### src/rtl/debounce_pkg.sv
// Shared types and default constants for the push-button debouncer.
// Optional bounce counter is enabled by defining DEBOUNCE_GLITCH_CNT_EN.
package debounce_pkg;

  typedef enum logic [1:0] {
    IDLE_LOW    = 2'd0,
    WAIT_HIGH   = 2'd1,
    STABLE_HIGH = 2'd2,
    WAIT_LOW    = 2'd3
  } db_state_t;

  localparam int DEF_SYNC_STAGES   = 2;
  localparam int DEF_STABLE_CYCLES = 4;
  localparam int GLITCH_W          = 8;

endpackage

### src/rtl/sync_chain.sv
// Multi-flop synchronizer for an asynchronous level; resets to 1 so an
// active-low input reads as released while in reset.
module sync_chain #(
  parameter int DEPTH = 2
) (
  input  logic clk,
  input  logic reset,
  input  logic d,
  output logic q
);

  logic [DEPTH-1:0] ff;

  always_ff @(posedge clk or negedge reset) begin
    if (!reset) ff <= '1;
    else        ff <= {ff[DEPTH-2:0], d};
  end

  assign q = ff[DEPTH-1];

endmodule

### src/rtl/key_debouncer.sv
// Push-button debouncer: synchronizer followed by a four-state accept FSM.
// Define DEBOUNCE_GLITCH_CNT_EN to add the saturating glitch_cnt output.
module key_debouncer
  import debounce_pkg::*;
#(
  parameter int SYNC_STAGES   = DEF_SYNC_STAGES,
  parameter int STABLE_CYCLES = DEF_STABLE_CYCLES
) (
  input  logic                clk,
  input  logic                reset,
  input  logic                key_n,
`ifdef DEBOUNCE_GLITCH_CNT_EN
  output logic [GLITCH_W-1:0] glitch_cnt,
`endif
  output logic                out
);

  localparam int              CW       = $clog2(STABLE_CYCLES);
  localparam logic [CW-1:0]   CNT_LAST = CW'(STABLE_CYCLES - 1);

  logic          key_sync;
  logic          s;
  db_state_t     state;
  logic [CW-1:0] cnt;

  sync_chain #(.DEPTH(SYNC_STAGES)) u_sync (
    .clk   (clk),
    .reset (reset),
    .d     (key_n),
    .q     (key_sync)
  );

  assign s = ~key_sync;

  always_ff @(posedge clk or negedge reset) begin
    if (!reset) begin
      state <= IDLE_LOW;
      cnt   <= '0;
    end else begin
      unique case (state)
        IDLE_LOW: begin
          if (s) begin
            state <= WAIT_HIGH;
            cnt   <= CW'(1);
          end
        end
        WAIT_HIGH: begin
          if (!s) begin
            state <= IDLE_LOW;
            cnt   <= '0;
          end else if (cnt == CNT_LAST) begin
            state <= STABLE_HIGH;
            cnt   <= '0;
          end else begin
            cnt   <= cnt + 1'b1;
          end
        end
        STABLE_HIGH: begin
          if (!s) begin
            state <= WAIT_LOW;
            cnt   <= CW'(1);
          end
        end
        WAIT_LOW: begin
          if (s) begin
            state <= STABLE_HIGH;
            cnt   <= '0;
          end else if (cnt == CNT_LAST) begin
            state <= IDLE_LOW;
            cnt   <= '0;
          end else begin
            cnt   <= cnt + 1'b1;
          end
        end
        default: begin
          state <= IDLE_LOW;
          cnt   <= '0;
        end
      endcase
    end
  end

  // Pressed level is a pure decode of the state flops.
  assign out = (state == STABLE_HIGH) || (state == WAIT_LOW);

`ifdef DEBOUNCE_GLITCH_CNT_EN
  logic reject;

  assign reject = ((state == WAIT_HIGH) && !s) || ((state == WAIT_LOW) && s);

  always_ff @(posedge clk or negedge reset) begin
    if (!reset)                          glitch_cnt <= '0;
    else if (reject && (glitch_cnt != '1)) glitch_cnt <= glitch_cnt + 1'b1;
  end
`endif

endmodule

### config.mk
export PLATFORM = sky130hd
export DESIGN_NAME = key_debouncer
export DESIGN_NICKNAME = d
export VERILOG_FILES = /design/src/rtl/debounce_pkg.sv /design/src/rtl/sync_chain.sv /design/src/rtl/key_debouncer.sv
export SDC_FILE = /design/constraint.sdc
export NUM_CORES = 1
export LEC_CHECK = 0
export CORE_AREA = 5 5 42 44
export CTS_CLUSTER_DIAMETER = 30
export DETAILED_ROUTE_END_ITERATION = 8
export DIE_AREA = 0 0 47 49
export HOLD_SLACK_MARGIN = 0.03
export MAX_ROUTING_LAYER = met4
export SYNTH_ARGS = -nofsm -noshare
export SYNTH_HDL_FRONTEND = slang
export SYNTH_HIERARCHICAL = 1
export SYNTH_SLANG_ARGS = --single-unit
### constraint.sdc
create_clock -name clk -period 2.3 [get_ports clk]
set_input_delay 0.46 -clock clk [delete_from_list [all_inputs] [get_ports clk]]
set_output_delay 0.46 -clock clk [all_outputs]
set_load 0.01 [all_outputs]
Yosys cells after proc, flatten, opt, wreduce, memory -nomap -nowiden
Index checks and enable logic that the tools add are counted.
{ "word_totals": {"wordCells": 28, "output_inout_bits": 1, "regBits": 6, "input_bits": 3} }
{ "classes": {"n_eq_ne": 8, "add_sub_neg": 1, "n_reduce_logical": 4, "mux": 12} }
{ "ops": {"columns": ["op", "count"], "rows": [
  ["$mux W2", 10],
  ["$pmux W2 S4", 2],
  ["$eq A2 B2 Y1 const B", 3],
  ["$reduce_and A4 Y1", 1],
  ["$ne A3 B2 Y1 const B", 1],
  ["$ne A3 B3 Y1 const B", 1],
  ["$add A2 B1 Y2 const B", 1],
  ["$eq A2 B1 Y1 const B", 1],
  ["$logic_not A2 Y1", 1],
  ["$ne A2 B1 Y1 const B", 1],
  ["$ne A2 B2 Y1 const B", 1],
  ["$reduce_and A2 Y1", 1],
  ["$logic_or A1 B1 Y1", 1]
]} }

Depth between registers and ports, before layout
{ "depth": {"depth_word": 4, "depth_mapped": 3} }

Cells and area by module
The synthesis kept the hierarchy.
{ "modules_own_cells": {"columns": ["module", "area_each_um2", "instances", "cells_each", "seq_area_each_um2"], "rows": [
  ["key_debouncer", 185.2, 1, 15, 100.1],
  ["sync_chain", 52.6, 1, 2, 52.6]
]} }

Worst setup path before layout
Ideal clock, no wire load.
{ "synth_path": {"path_type": "register to output", "from": "reg (tool-made name)", "to": "out out", "required_ns": 1.840, "path_slack_ns": 1.314, "path_stages_with_launch": 2, "t_arrival_ns": 0.526, "cell_sequence": "dfrtp_1 clkbuf_1"} }
{ "synth_lines": {"columns": ["element", "line", "source"], "rows": [
  ["to (decl)", "key_debouncer.sv:15", "output logic out"]
]} }

==> results.cfg <==
[finish]
drive_gt1_share_pct = 27.27
multiInputGateArea_um2 = 77.57
layout_commonest_cell = dfrtp_1
final_nets = 28
areaGrowthSynthToFinish_pct = 28.95
seq_area_um2 = 152.6
final_cell_area_um2 = 306.5
layout_common_cells = dfrtp_1, mux2i_1, clkbuf_4, clkdlybuf4s50_1
fill_cells = 163
num_antenna_cells = 0

[placed_design]
gp_congestion = 0.5889
place_area_um2 = 284.0
port-buffer-count = 3

[worst_setup_path]
path_class = register to output pin
r2r_start = u_sync/ff[1]
startpoint_type = register
cpLargestDelayFamily = buffers and inverters
crit_fanout = 3
rr_worst_depth = 2
path_buf_inv = 1
path_cells = clkdlybuf4s50_1
r2r-end = cnt[1]
required_ns = 1.84
end_kind = output pin
worstPathArrival_ns = 1.20
crit_slowest_cell = clkdlybuf4s50_1
cp_num_cells = 1
slowest_delay_ns = 0.56
reg2reg_slack_ns = 1.30

[synth]
ys_ff_latch = 6
ys_top_cells_by_area = dfrtp_1, dfstp_2, mux2i_1
avgSynthCellArea_um2 = 13.98
ys_seq_area_share_pct = 64.21
synth_cells = 17
yosysWarnings = 6
synth_top_area_share_pct = 42.11
synth_area_um2 = 237.7
yosysTopAreaCell = dfrtp_1
synth.distinct_cells = 10
syn_nets = 21

[route]
num_vias = 137
detail-route-antenna-nets = 0
avgRoutedWirePerCell_um = 10.11
vias_per_cell = 3.605
finalWirelength_um = 384
drtPass1Iterations = 1
drt_iter0_drc = 0
drc = 0

[die]
dieArea_um2 = 2303
fp.dieW_um = 47
fp.dieH_um = 49
core_um2 = 1401
start_util_pct = 16.96
ioPinCount = 4
rows = 14

[power]
seqPwrFrac_pct = 46.5
combinationalPowerShare_pct = 26.9
pwr-share-clk_pct = 26.6
leakagePower_nw = 0.1413
peakVddDrop_v = 0.0003751
switchingPower_w = 0.0001154
internal-power_w = 0.0002573
power_density_nw_per_um2 = 1216
sw_frac_of_total_pct = 30.97

[timing]
min_period_over_period_pct = 72.31
maxSlewHeadroom_pct = 82.00
tns_ns = 0
fmax_mhz = 601.3
hold_viol_final = 0
worst_pin_slew_ns = 0.2691
finalSetupViolCount = 0
period_needed_ns = 1.663
maxSlewViolCount = 0
rsz0062_at_grt = no
fin_skew_ns = 0.005560

[clock_network]
clock_path_buffers = 2
cts.repair.resized = 0
cts_tree = built
cts_root_buf = clkbuf_4
clock-sinks = 6
cts_buffers = 3
post_cts_buffers = 0
clkTransAtPathRegs_ns = 0.05
worst_skew_pair.late_latency_ns = 0.25
cts_hold_buf = 0
h-tree-depth = 1

[global_route]
antenna_found_initial = 0
grt_max_degree = 7
grt_pass1_wl_um = 690
grt_pass1_vias = 173
track_usage_pct = 5.018
overflow = 0

[min_path]
hold_class = register to register
hold_path_depth = 0
hold-path-endpoint = u_sync/ff[1]
hp-start = u_sync/ff[0]

[outcome]
status = finished, final reports clean

[run]
drv_cap = 0
## routing by layer
layer  vias to the layer above  GRT usage, %  part of all wire (%)
met5                         -             -                     0
met4                         0         6.912                   6.3
met3                         4         3.321                   9.1
met2                         7         5.430                    39
met1                        63         4.719                    45
li1                         63             -                     -
## logic make-up (layout without fill, tap and decap cells)
group	after synthesis	after routing	synth area share, %
flip-flops	6	6	64.21
multiplexers	3	3	12.63
AND/OR/NAND/NOR	3	3	5.792
buffers and inverters	2	7	3.155
adder cells (fa/ha/maj)	1	1	5.262
AO/OA/AOI/OAI	1	1	2.103
XOR/XNOR	1	1	6.844
## power by group through the flow
| stage | clock, W | sequential (W) | combinational (W) |
|---|---|---|---|
| floorplan | 0 | 0.000168 | 0.0000708 |
| global placement | 0 | 0.000171 | 0.0000923 |
| detailed placement | 0 | 0.000176 | 0.000101 |
| CTS | 0.000104 | 0.000175 | 0.000102 |
| global route | 0.000108 | 0.000179 | 0.000112 |
| finish | 0.0000992 | 0.000173 | 0.000100 |
## stage by stage
step / hold WS, ns / setup slack, ns / instances / power (W) / util [%]
final: 0.3491 / 0.6369 / 38 / 0.0003727 / 21.88
after global routing: 0.3577 / 0.5933 / 38 / 0.0003991 / 21.88
after CTS: 0.3523 / 0.6226 / 38 / 0.0003807 / 21.88
after detailed placement: 0.3473 / 0.8935 / 35 / 0.0002775 / 20.27
after global placement: 0.3496 / 0.9009 / 35 / 0.0002629 / 20.27
after floorplan: 0.1644 / 1.314 / 17 / 0.0002388 / -
## final cells by class
class / count / area share [%]
inverter: 1 / 1.224
tap: 16 / 6.531
multi-input combinational: 9 / 25.31
timing repair buffer: 3 / 9.796
clock buffer: 3 / 7.347
sequential: 6 / 49.80
## cell usage after synthesis, drive strengths merged
| library cell | n |
|---|---|
| nand2b | 1 |
| inv | 1 |
| xor2 | 1 |
| mux2i | 3 |
| clkbuf | 1 |
| dfstp | 2 |
| dfrtp | 4 |
| a21oi | 1 |
| nand2 | 2 |
| ha | 1 |
## how the worst max path moves through the flow
| stage | startpoint | end | slack (ns) |
|---|---|---|---|
| finish | register | out | 0.64 |
| global placement | register | out | 0.90 |
| CTS | register | out | 0.62 |
| floorplan | register | out | 1.31 |
| global route | register | out | 0.59 |
| detailed placement | register | out | 0.89 |
Note: power is estimated with default switching activity, not from simulation.
